==> src/rtl/axi4l_pkg.sv <==
// Shared AXI4-Lite types: response codes and the bridge FSM state enum.
// Imported by axi4l2core and its testbench.
package axi4l_pkg;

  typedef enum logic [1:0] {
    OKAY   = 2'b00,
    EXOKAY = 2'b01,
    SLVERR = 2'b10,
    DECERR = 2'b11
  } resp_t;

  typedef enum logic [2:0] {
    IDLE,
    WR_REQ,
    RD_REQ,
    WR_WAIT,
    RD_WAIT,
    B_RESP,
    R_RESP
  } axi4l2core_state_e;

endpackage

==> src/rtl/axi4l2core_if.sv <==
// AXI4-Lite bus bundle: AW, W, B, AR, R channels.
// master drives addresses/data/readys of B,R; slave drives the rest.
interface axi4l2core_if #(
  parameter int ADDR_WIDTH = 32,
  parameter int DATA_WIDTH = 32
);
  logic [ADDR_WIDTH-1:0]   awaddr;
  logic [2:0]              awprot;
  logic                    awvalid;
  logic                    awready;
  logic [DATA_WIDTH-1:0]   wdata;
  logic [DATA_WIDTH/8-1:0] wstrb;
  logic                    wvalid;
  logic                    wready;
  logic [1:0]              bresp;
  logic                    bvalid;
  logic                    bready;
  logic [ADDR_WIDTH-1:0]   araddr;
  logic [2:0]              arprot;
  logic                    arvalid;
  logic                    arready;
  logic [DATA_WIDTH-1:0]   rdata;
  logic [1:0]              rresp;
  logic                    rvalid;
  logic                    rready;

  modport master (
    output awaddr, awprot, awvalid,
    input  awready,
    output wdata, wstrb, wvalid,
    input  wready,
    input  bresp, bvalid,
    output bready,
    output araddr, arprot, arvalid,
    input  arready,
    input  rdata, rresp, rvalid,
    output rready
  );

  modport slave (
    input  awaddr, awprot, awvalid,
    output awready,
    input  wdata, wstrb, wvalid,
    output wready,
    output bresp, bvalid,
    input  bready,
    input  araddr, arprot, arvalid,
    output arready,
    output rdata, rresp, rvalid,
    input  rready
  );
endinterface

==> src/rtl/axi4l2core_hold.sv <==
// Single-entry holding register: ready = !held, capture on valid&ready.
// Ports: valid_i/ready_o handshake, data_i/data_o payload, clr_i, held_o.
module axi4l2core_hold #(
  parameter int W = 32
) (
  input  logic         clk,
  input  logic         rst_n,
  input  logic         valid_i,
  output logic         ready_o,
  input  logic [W-1:0] data_i,
  input  logic         clr_i,
  output logic         held_o,
  output logic [W-1:0] data_o
);
  logic         held_q, held_d;
  logic [W-1:0] data_q, data_d;

  always_comb begin
    held_d = held_q;
    data_d = data_q;
    if (clr_i) held_d = 1'b0;
    if (valid_i && !held_q) begin
      held_d = 1'b1;
      data_d = data_i;
    end
  end

  always_ff @(posedge clk or negedge rst_n) begin
    if (!rst_n) begin
      held_q <= 1'b0;
      data_q <= '0;
    end else begin
      held_q <= held_d;
      data_q <= data_d;
    end
  end

  assign ready_o = !held_q;
  assign held_o  = held_q;
  assign data_o  = data_q;
endmodule

==> src/rtl/axi4l2core.sv <==
// AXI4-Lite slave to core req/gnt/rvalid bridge, one core access at a time.
// Ports: clk, rst_n, axi (slave), core req/gnt/we/be/addr/wdata_o/rvalid_i/rdata_i/err_i.
// Option AXI4L2CORE_ADDR_CHECK_EN: out-of-window addresses answer DECERR.
module axi4l2core
  import axi4l_pkg::*;
#(
  parameter int ADDR_WIDTH = 32,
  parameter int DATA_WIDTH = 32,
  parameter logic [ADDR_WIDTH-1:0] BASE_ADDR   = 'h0000_0000,
  parameter logic [ADDR_WIDTH-1:0] WINDOW_SIZE = 'h0001_0000
) (
  input  logic                    clk,
  input  logic                    rst_n,
  axi4l2core_if.slave             axi,
  output logic                    req,
  input  logic                    gnt,
  output logic                    we,
  output logic [DATA_WIDTH/8-1:0] be,
  output logic [ADDR_WIDTH-1:0]   addr,
  output logic [DATA_WIDTH-1:0]   wdata_o,
  input  logic                    rvalid_i,
  input  logic [DATA_WIDTH-1:0]   rdata_i,
  input  logic                    err_i
);
  localparam int BW = DATA_WIDTH / 8;

  axi4l2core_state_e     state_q, state_d;
  logic                  last_wr_q, last_wr_d;
  resp_t                 resp_q, resp_d;
  logic [DATA_WIDTH-1:0] rdata_q, rdata_d;

  logic                     aw_held, w_held, ar_held;
  logic                     aw_clr, ar_clr;
  logic [ADDR_WIDTH-1:0]    aw_addr, ar_addr;
  logic [DATA_WIDTH+BW-1:0] w_pay;
  logic [DATA_WIDTH-1:0]    w_data;
  logic [BW-1:0]            w_strb;
  logic                     aw_ok, ar_ok, wr_pick;
  logic                     unused_ok;

  axi4l2core_hold #(.W(ADDR_WIDTH)) u_aw (
    .clk     (clk),
    .rst_n   (rst_n),
    .valid_i (axi.awvalid),
    .ready_o (axi.awready),
    .data_i  (axi.awaddr),
    .clr_i   (aw_clr),
    .held_o  (aw_held),
    .data_o  (aw_addr)
  );

  axi4l2core_hold #(.W(DATA_WIDTH + BW)) u_w (
    .clk     (clk),
    .rst_n   (rst_n),
    .valid_i (axi.wvalid),
    .ready_o (axi.wready),
    .data_i  ({axi.wstrb, axi.wdata}),
    .clr_i   (aw_clr),
    .held_o  (w_held),
    .data_o  (w_pay)
  );

  axi4l2core_hold #(.W(ADDR_WIDTH)) u_ar (
    .clk     (clk),
    .rst_n   (rst_n),
    .valid_i (axi.arvalid),
    .ready_o (axi.arready),
    .data_i  (axi.araddr),
    .clr_i   (ar_clr),
    .held_o  (ar_held),
    .data_o  (ar_addr)
  );

  assign w_data = w_pay[DATA_WIDTH-1:0];
  assign w_strb = w_pay[DATA_WIDTH+BW-1:DATA_WIDTH];

`ifdef AXI4L2CORE_ADDR_CHECK_EN
  logic [ADDR_WIDTH-1:0] aw_off, ar_off;
  // Unsigned offset compare also rejects addresses below the base.
  assign aw_off = aw_addr - BASE_ADDR;
  assign ar_off = ar_addr - BASE_ADDR;
  assign aw_ok  = aw_off < WINDOW_SIZE;
  assign ar_ok  = ar_off < WINDOW_SIZE;
`else
  assign aw_ok = 1'b1;
  assign ar_ok = 1'b1;
`endif

  // prot is not used; window params only matter with the check built in.
  assign unused_ok = ^{axi.awprot, axi.arprot, BASE_ADDR, WINDOW_SIZE};

  // Write wins unless a read also waits and the last served was a write.
  assign wr_pick = aw_held && w_held && (!ar_held || !last_wr_q);

  always_comb begin
    state_d   = state_q;
    last_wr_d = last_wr_q;
    resp_d    = resp_q;
    rdata_d   = rdata_q;
    aw_clr    = 1'b0;
    ar_clr    = 1'b0;
    req       = 1'b0;
    we        = 1'b0;
    be        = '0;
    addr      = '0;
    wdata_o   = '0;
    unique case (state_q)
      IDLE: begin
        if (wr_pick) begin
          if (aw_ok) begin
            state_d = WR_REQ;
          end else begin
            state_d = B_RESP;
            resp_d  = DECERR;
          end
        end else if (ar_held) begin
          if (ar_ok) begin
            state_d = RD_REQ;
          end else begin
            state_d = R_RESP;
            resp_d  = DECERR;
            rdata_d = '0;
          end
        end
      end
      WR_REQ: begin
        req     = 1'b1;
        we      = 1'b1;
        be      = w_strb;
        addr    = aw_addr;
        wdata_o = w_data;
        if (gnt) state_d = WR_WAIT;
      end
      RD_REQ: begin
        req  = 1'b1;
        be   = '1;
        addr = ar_addr;
        if (gnt) state_d = RD_WAIT;
      end
      WR_WAIT: begin
        if (rvalid_i) begin
          resp_d  = err_i ? SLVERR : OKAY;
          state_d = B_RESP;
        end
      end
      RD_WAIT: begin
        if (rvalid_i) begin
          resp_d  = err_i ? SLVERR : OKAY;
          rdata_d = rdata_i;
          state_d = R_RESP;
        end
      end
      B_RESP: begin
        if (axi.bready) begin
          aw_clr    = 1'b1;
          last_wr_d = 1'b1;
          state_d   = IDLE;
        end
      end
      R_RESP: begin
        if (axi.rready) begin
          ar_clr    = 1'b1;
          last_wr_d = 1'b0;
          state_d   = IDLE;
        end
      end
      default: state_d = IDLE;
    endcase
  end

  always_ff @(posedge clk or negedge rst_n) begin
    if (!rst_n) begin
      state_q   <= IDLE;
      last_wr_q <= 1'b0;
      resp_q    <= OKAY;
      rdata_q   <= '0;
    end else begin
      state_q   <= state_d;
      last_wr_q <= last_wr_d;
      resp_q    <= resp_d;
      rdata_q   <= rdata_d;
    end
  end

  assign axi.bvalid = (state_q == B_RESP);
  assign axi.bresp  = resp_q;
  assign axi.rvalid = (state_q == R_RESP);
  assign axi.rresp  = resp_q;
  assign axi.rdata  = rdata_q;
endmodule

==> src/flat_wrapper.sv <==
// flat-port wrapper written by rule: the top's interface ports become plain ports
module axi4l2core_flat import axi4l_pkg::*;
#(
  parameter int ADDR_WIDTH = 32,
  parameter int DATA_WIDTH = 32,
  parameter logic [ADDR_WIDTH-1:0] BASE_ADDR   = 'h0000_0000,
  parameter logic [ADDR_WIDTH-1:0] WINDOW_SIZE = 'h0001_0000
)
  (clk, rst_n, req, gnt, we, be, addr, wdata_o, rvalid_i, rdata_i, err_i, axi_awaddr, axi_awprot, axi_awvalid, axi_awready, axi_wdata, axi_wstrb, axi_wvalid, axi_wready, axi_bresp, axi_bvalid, axi_bready, axi_araddr, axi_arprot, axi_arvalid, axi_arready, axi_rdata, axi_rresp, axi_rvalid, axi_rready);
  axi4l2core_if #(.ADDR_WIDTH(ADDR_WIDTH), .DATA_WIDTH(DATA_WIDTH)) axi_i ();
  input  logic clk;
  input  logic rst_n;
  output logic req;
  input  logic gnt;
  output logic we;
  output logic [DATA_WIDTH/8-1:0] be;
  output logic [ADDR_WIDTH-1:0] addr;
  output logic [DATA_WIDTH-1:0] wdata_o;
  input  logic rvalid_i;
  input  logic [DATA_WIDTH-1:0] rdata_i;
  input  logic err_i;
  input wire logic [$bits(axi_i.awaddr)-1:0] axi_awaddr;
  input wire logic [$bits(axi_i.awprot)-1:0] axi_awprot;
  input wire logic [$bits(axi_i.awvalid)-1:0] axi_awvalid;
  output wire logic [$bits(axi_i.awready)-1:0] axi_awready;
  input wire logic [$bits(axi_i.wdata)-1:0] axi_wdata;
  input wire logic [$bits(axi_i.wstrb)-1:0] axi_wstrb;
  input wire logic [$bits(axi_i.wvalid)-1:0] axi_wvalid;
  output wire logic [$bits(axi_i.wready)-1:0] axi_wready;
  output wire logic [$bits(axi_i.bresp)-1:0] axi_bresp;
  output wire logic [$bits(axi_i.bvalid)-1:0] axi_bvalid;
  input wire logic [$bits(axi_i.bready)-1:0] axi_bready;
  input wire logic [$bits(axi_i.araddr)-1:0] axi_araddr;
  input wire logic [$bits(axi_i.arprot)-1:0] axi_arprot;
  input wire logic [$bits(axi_i.arvalid)-1:0] axi_arvalid;
  output wire logic [$bits(axi_i.arready)-1:0] axi_arready;
  output wire logic [$bits(axi_i.rdata)-1:0] axi_rdata;
  output wire logic [$bits(axi_i.rresp)-1:0] axi_rresp;
  output wire logic [$bits(axi_i.rvalid)-1:0] axi_rvalid;
  input wire logic [$bits(axi_i.rready)-1:0] axi_rready;
  assign axi_i.awaddr = axi_awaddr;
  assign axi_i.awprot = axi_awprot;
  assign axi_i.awvalid = axi_awvalid;
  assign axi_awready = axi_i.awready;
  assign axi_i.wdata = axi_wdata;
  assign axi_i.wstrb = axi_wstrb;
  assign axi_i.wvalid = axi_wvalid;
  assign axi_wready = axi_i.wready;
  assign axi_bresp = axi_i.bresp;
  assign axi_bvalid = axi_i.bvalid;
  assign axi_i.bready = axi_bready;
  assign axi_i.araddr = axi_araddr;
  assign axi_i.arprot = axi_arprot;
  assign axi_i.arvalid = axi_arvalid;
  assign axi_arready = axi_i.arready;
  assign axi_rdata = axi_i.rdata;
  assign axi_rresp = axi_i.rresp;
  assign axi_rvalid = axi_i.rvalid;
  assign axi_i.rready = axi_rready;
  axi4l2core #(.ADDR_WIDTH(ADDR_WIDTH), .DATA_WIDTH(DATA_WIDTH), .BASE_ADDR(BASE_ADDR), .WINDOW_SIZE(WINDOW_SIZE)) u_core (.clk(clk), .rst_n(rst_n), .axi(axi_i), .req(req), .gnt(gnt), .we(we), .be(be), .addr(addr), .wdata_o(wdata_o), .rvalid_i(rvalid_i), .rdata_i(rdata_i), .err_i(err_i));
endmodule
==> config.mk <==
export PLATFORM = sky130hd
export DESIGN_NAME = axi4l2core_flat
export DESIGN_NICKNAME = d
export VERILOG_FILES = /design/src/rtl/axi4l_pkg.sv /design/src/rtl/axi4l2core_if.sv /design/src/rtl/axi4l2core_hold.sv /design/src/rtl/axi4l2core.sv /design/src/flat_wrapper.sv
export SDC_FILE = /design/constraint.sdc
export NUM_CORES = 1
export LEC_CHECK = 0
export CAP_MARGIN = 20
export CORE_ASPECT_RATIO = 0.75
export CORE_MARGIN = 1
export CORE_UTILIZATION = 46
export CTS_BUF_LIST = sky130_fd_sc_hd__clkbuf_16
export DETAILED_ROUTE_END_ITERATION = 10
export MAX_ROUTING_LAYER = met4
export PLACE_DENSITY_LB_ADDON = 0.12
export SYNTH_ARGS = -nofsm -noshare
export SYNTH_HDL_FRONTEND = slang
export SYNTH_SLANG_ARGS = --single-unit
export TNS_END_PERCENT = 100
==> constraint.sdc <==
create_clock -name clk -period 2.8 [get_ports clk]
set_input_delay 0.42 -clock clk [delete_from_list [all_inputs] [get_ports clk]]
set_output_delay 0.42 -clock clk [all_outputs]
set_load 0.01 [all_outputs]
==> results by group <==
Yosys
  – Synth warnings: 0
  – Post-Synth XOR/XNOR Area: 0.00142
  – Gate Count Post-Synth: 430
  – Main combinational cell family by area after synthesis: multiplexers
  – Synth Area in Compound Gates: 0.0705
  – Simple-Gate Fraction of Synth Area: 0.0610
  – Synth Register Bits: between 100 and 150
  – Post-synth ARST share: 1.00
  – Synthesized area: approximately 0.0062 mm^2
  – Number of synthesized flops with an enable pin: 0
  – Post-synthesis mux area share: 0.263
  – Most common flop cell mapped by yosys: dfrtp_1
  – Seq/Total Area, Yosys: 0.569
  – Yosys cell types: 38
  – Post-synthesis adder-cell area fraction: 0
  – Avg Inst Size Synth: between 10 and 15 um^2

Place
  – # placed instances: between 800 and 900
  – PortBufs: 250
  – Dpl hpwl: around 10000 um
  – Pre-CTS setup slack: about 0.57 ns
  – Routability cong.: just under 0.8

Detailed routing
  – Via count: 4387
  – DR iter-0 viols: 156
  – Vias per inst: 5.09
  – Post-route DRC: 0
  – DR pass1 iterations: 4
  – Routed WL: between 10000 and 15000 um
  – Antenna viol nets, final: 0
  – DR WL/cell: between 15 and 20 um

Timing
  – RSZ-0062 raised after global routing: no
  – Setup violators final: 0
  – Max frequency: about 0.38 GHz
  – Final Hold Fails: 0
  – Final WS setup: around 0.16 ns
  – Slew @ Worst Pin: just under 0.7 ns
  – Clk_skew: 0.00887 ns
  – Fin crit period: around 2.6 ns
  – Final slew viol count: 0
  – Setup TNS: 0 ns
  – Slew HR: 0.546
  – Period utilization: 0.944

Global route
  – Grt ovf: 0
  – Global Route Usage Sum: 0.233
  – Initial antenna violation count: 0
  – First-pass GRT wire length: 23500 um
  – Largest net degree at the start of global routing: 76
  – Vias in the first global route: ~4600

Die
  – Total I/O pin count: ~260
  – Die Area: between 0.01 and 0.015 mm^2
  – Initial Util: 0.473
  – Die X: ~140 um
  – # rows: 36
  – Vert. Die Dim: just over 100 um
  – Core Region: between 0.01 and 0.015 mm^2

Setup path
  – Critical Path RT: around 2.4 ns
  – Setup CP Type: reg2out
  – Crit path DAT: between 2 and 2.5 ns
  – R2R setup slack: slightly above 1 ns
  – Critical path peak fanout: 56
  – Crit. End Element: output pin
  – CP startpoint kind: register

Clocking
  – Post-CTS Setup Inserts: 0
  – Clock transition at path regs: about 0.050 ns
  – Clk_lat worst skew: roughly 0.41 ns
  – CTS H-Tree Depth: 4
  – # clock sinks: 140
  – TritonCTS buffer count: 17
  – Hold_buf cts: 0
  – Post-cts sizing count: 0
  – Root Driver: clkbuf_16
  – TritonCTS clock tree: done
  – Max Root-Sink Buffers: 2

Layout
  – Finished Layout Cells: approximately 860
  – Fillers: about 920
  – Final nets: a little over 800
  – Multi-input logic area: about 0.0025 mm^2
  – Share of layout cells above drive strength 1: 0.259
  – Flip-flop and latch area: 0.00350 mm^2
  – Syn-to-layout area delta: 52.8%
  – Leading cell types in the layout, fill and taps excluded: clkdlybuf4s50_1 (249), dfrtp_1 (139), mux2_2 (102), and2_1 (33), a22o_1 (32)
  – # diodes: 0
  – Commonest non-fill, non-tap cell in the layout: clkdlybuf4s50_1

Power
  – PwrDens: 1090 mW/mm^2
  – Max rail drop VDD: between 0.6 and 0.7 mV
  – LEAKAGE: between 3 and 4 nW

Outcome
  – Status: finished, final reports clean

Flow run
  – # Max-Cap Violations: 0

Min path
  – Hold crit path type: in2async
[flip-flops by register name, indices dropped and copies added, names as in the netlist]
signal and count:
u_core.u_w.data_o 36, u_core.axi.rdata 32, u_core.u_ar.data_o 32, u_core.u_aw.data_o 32, u_core.state_q 3, u_core.axi.bresp 1
u_core.last_wr_q 1, u_core.u_ar.held_o 1, u_core.u_aw.held_o 1, u_core.u_w.held_o 1
[synthesized netlist by cell type (2+ instances only)]
master      n  area share
dfrtp_1   140        0.57
mux2_2    102        0.19
and2_1     33       0.034
a22o_1     32       0.046
mux2_4     30       0.073
buf_2      20       0.016
clkbuf_1    7      0.0043
nand2_1     7      0.0043
a21o_1      5      0.0061
inv_1       5      0.0030
o21ai_0     5      0.0041
buf_4       4      0.0049
nand2b_1    4      0.0041
nor2_1      4      0.0024
buf_6       3      0.0055
nor2b_1     3      0.0030
a211oi_1    2      0.0024
and3_1      2      0.0020
nand3_1     2      0.0016
nor4bb_1    2      0.0033
[critical path, stage by stage, from the launching register on]
cell             delay (ns)
dfrtp_1                0.34
buf_4                  0.21
nand2b_1               0.13
nor2_4                 0.14
buf_12                 0.23
a21o_1                 0.18
clkdlybuf4s50_1        0.55
[per-stage QoR]
| step | total power, mW | area [um^2] | hold WS (ns) | util |
|---|---|---|---|---|
| after global routing | 10.9 | 9410 | 0.0823 | 0.723 |
| after detailed placement | 8.32 | 8870 | 0.487 | 0.681 |
| after CTS | 10.4 | 9410 | 0.0501 | 0.723 |
| after floorplan | 6.07 | 6160 | 0.124 | - |
| after global placement | 8.13 | 8870 | 0.480 | 0.681 |
| final | 10.3 | 9410 | 0.0350 | 0.723 |
[per-layer routing]
metal,GRT usage,routed length [um],vias to the layer above
li1,-,-,2026
met1,0.263,6060,2195
met2,0.387,7460,152
met3,0.0833,1180,14
met4,0.0735,159,0
met5,-,0,-
[cell families (layout without fill, tap and decap cells)]
family	after synthesis	in the layout
AO/OA/AOI/OAI	53	53
AND/OR/NAND/NOR	61	61
flip-flops	140	140
other	1	2
XOR/XNOR	1	1
buffers and inverters	40	300
multiplexers	134	134
[final cells by class]
cell class | instances | area share
Clock buffer | 17 | 0.0452
Clock inverter | 14 | 0.0124
Inverter | 6 | 0.00239
Multi-Input combinational cell | 251 | 0.263
Sequential cell | 140 | 0.372
Tap cell | 171 | 0.0227
Timing Repair Buffer | 263 | 0.282
[final timing paths]
check | endpoint | from | cells after the start
max in group asynchronous | u_core.u_w.data_o[27]$_DFFE_PN0P_ | rst_n | 2
worst min register to register | u_core.u_w.data_o[14]$_DFFE_PN0P_ | u_core.u_w.data_o[14]$_DFFE_PN0P_ | 1
worst max register to register | u_core.axi.rdata[31]$_DFFE_PN0P_ | u_core.state_q[1]$_DFFE_PN0P_ | 4
worst max-delay path | be[1] | u_core.state_q[0]$_DFFE_PN0P_ | 6
min in group clk | u_core.u_w.data_o[14]$_DFFE_PN0P_ | u_core.u_w.data_o[14]$_DFFE_PN0P_ | 1
worst min-delay path | u_core.axi.rdata[15]$_DFFE_PN0P_ | rst_n | 1
[report_power, final]
part	total, mW	leakage, nW	switching, mW	internal, mW
combinational	4.62	2.04	1.74	2.88
clock	2.05	0.280	0.773	1.27
sequential	3.63	1.65	0.568	3.06
(Power assumes the default switching activity.)
==> RTL edit, RTL diff (config.mk and constraints unchanged) <==
`DATA_WIDTH` is set to 32 in 3 places; all go to 16.
--- a/src/rtl/axi4l2core_if.sv
+++ b/src/rtl/axi4l2core_if.sv
@@ -2,7 +2,7 @@
 // master drives addresses/data/readys of B,R; slave drives the rest.
 interface axi4l2core_if #(
   parameter int ADDR_WIDTH = 32,
-  parameter int DATA_WIDTH = 32
+  parameter int DATA_WIDTH = 16
 );
   logic [ADDR_WIDTH-1:0]   awaddr;
   logic [2:0]              awprot;
--- a/src/rtl/axi4l2core.sv
+++ b/src/rtl/axi4l2core.sv
@@ -5,7 +5,7 @@
   import axi4l_pkg::*;
 #(
   parameter int ADDR_WIDTH = 32,
-  parameter int DATA_WIDTH = 32,
+  parameter int DATA_WIDTH = 16,
   parameter logic [ADDR_WIDTH-1:0] BASE_ADDR   = 'h0000_0000,
   parameter logic [ADDR_WIDTH-1:0] WINDOW_SIZE = 'h0001_0000
 ) (
--- a/src/flat_wrapper.sv
+++ b/src/flat_wrapper.sv
@@ -2,7 +2,7 @@
 module axi4l2core_flat import axi4l_pkg::*;
 #(
   parameter int ADDR_WIDTH = 32,
-  parameter int DATA_WIDTH = 32,
+  parameter int DATA_WIDTH = 16,
   parameter logic [ADDR_WIDTH-1:0] BASE_ADDR   = 'h0000_0000,
   parameter logic [ADDR_WIDTH-1:0] WINDOW_SIZE = 'h0001_0000
 )
Ports: changed (6 resized); port bits go from 259 to 191. No check against the original RTL was run, so the function may have changed too.
==> RTL edit against the original RTL <==
Via count decreased by 23%. Design area decreased by 26%. Die area decreased by 23%. Total power decreased by 28%. First-iteration DRC count decreased by 7.7%. Worst hold slack improved by 0.049 ns. Core utilization decreased by 1.2 points. Sequential power decreased by 25%. Worst setup slack improved by 0.12 ns. Sequential cell count decreased by 34. Synthesized cell count decreased by 21%. Routed wire length decreased by 26%. Synthesized area decreased by 24%. Largest cell class unchanged. Largest power group unchanged.
==> RTL edit: results (changes against the original RTL) <==
The post-synthesis area per instance is 13.9 um^2 (-2.8%), and the post-placement cell count is 638 (-23%). By count the netlist is led by sky130_fd_sc_hd__dfrtp_1, sky130_fd_sc_hd__mux2_2, sky130_fd_sc_hd__a22o_1. The run gives 0.598 mV (-3.2%) as the peak supply drop. The logs give 17500 um (-25%) for the first-pass GRT wire length and 5190 um (-30%) for the met2 layer wire length in the routed design. The area taken by multi-input logic gates was 1900 um^2 (-23%).

Complex-gate fraction of the synthesized area: 8.93% (+1.9 points). Routed wire length: 11000 um (-26%). By area the synthesized netlist is led by sky130_fd_sc_hd__dfrtp_1, sky130_fd_sc_hd__mux2_2, sky130_fd_sc_hd__a22o_1.

Combined global-route utilization of all metal layers: 22.3% (-0.98 points). The number of buffers inserted during clock tree synthesis is 9 (-8), and the global routing met2 resource utilization is 34.8% (-3.8 points). The number of multi-input logic gates was 199 (-21%).

The logs give 46.9% (+2.0 points) for the part of the total power dissipated in combinational logic and 879 um (-25%) for the detailed-routed wire length on met3. Final clock skew: 0.00417 ns (-0.00470 ns). The signal arrival time at the worst endpoint was 2.11 ns (-0.11 ns); the power in the clock group was 0.00122 W (-40%). For the cell leakage power, the log shows 2.92 nW (-27%). Ratio of cells with drive above 1 in the final layout: 26.1% (+0.15 points).

The maximum net fanout on the critical path works out to 14 (-75%). The logs give 631 (-24%) for the number of nets at the end of the flow and 3 (-1) for the number of H-tree levels. The flow ran to the end, and the final reports show no timing, DRC or antenna violations. The routing usage on met3 is 8.40% (+0.063 points). The final standard cell count with taps included and fillers excluded was 654 (-24%); the sink count of the clock tree was 106 (-24%). The global routing met1 resource utilization was 27.6% (+1.4 points); the depth of the worst register-to-register path was 5 (+1).

The clock-pin slew on the worst setup and hold paths was 0.07 ns (+0.02 ns). The count of different cell masters after synthesis was 41 (+7.9%). The register-to-register setup slack was 1.06 ns (+0.04 ns); the xor/xnor cell area share of the yosys netlist was 0.186% (+0.044 points).

In this run the worst setup path terminates at addr[28]. The number of fill cells is 714 (-23%). The count of input and output buffers came out at 182 (-27%). The mean number of vias per cell was 5.14 (+1.0%); the cell area after placement was 6690 um^2 (-25%). The minimum clock period after layout is 2.53 ns (-0.117 ns). The sum of net half-perimeters after detailed placement was 7530 um (-28%).

The number of global-route vias before repair was 3416 (-26%). The switching power of the nets was 0.00231 W (-25%); the largest net degree at the start of global routing was 50 (-34%). For the portion of the post-synthesis area used by sequential elements, the log shows 56.4% (-0.53 points).

In the synthesized netlist the dominant register cell turns out to be sky130_fd_sc_hd__dfrtp_1. The tools report the clock latency on the worst-skew pair as 0.34 ns (-0.07 ns). The worst slack on hold paths was 0.0838 ns (+0.0488 ns); the number of DRC violations after detailed-routing iteration 0 was 144 (-7.7%).

Slew at the pin with the worst max-slew slack: 0.637 ns (-0.0438 ns). The run gives 4770 um (-21%) as the wire length the detailed router placed on met1.
RTL edit: cell types whose count changed after synthesis, moves of 8 or more:
cell,delta
sky130_fd_sc_hd__mux2_2,-14
sky130_fd_sc_hd__buf_2,-8
sky130_fd_sc_hd__and2_1,-17
sky130_fd_sc_hd__dfrtp_1,-34
sky130_fd_sc_hd__mux2_4,-20
RTL edit: critical path, stage by stage (launching register included):
cell	delay, ns
sky130_fd_sc_hd__dfrtp_1	0.34
sky130_fd_sc_hd__buf_4	0.20
sky130_fd_sc_hd__nand2b_1	0.13
sky130_fd_sc_hd__nor2_4	0.13
sky130_fd_sc_hd__buf_4	0.23
sky130_fd_sc_hd__a22o_1	0.16
sky130_fd_sc_hd__clkdlybuf4s50_1	0.57
RTL edit: metrics by stage:
| step | setup slack, ns | util, % |
|---|---|---|
| after floorplan | 1.02 | - |
| after global placement | 0.624 | 68.1 |
| after detailed placement | 0.633 | 68.1 |
| after CTS | 0.260 | 71.1 |
| after global routing | 0.114 | 71.1 |
| final | 0.273 | 71.1 |
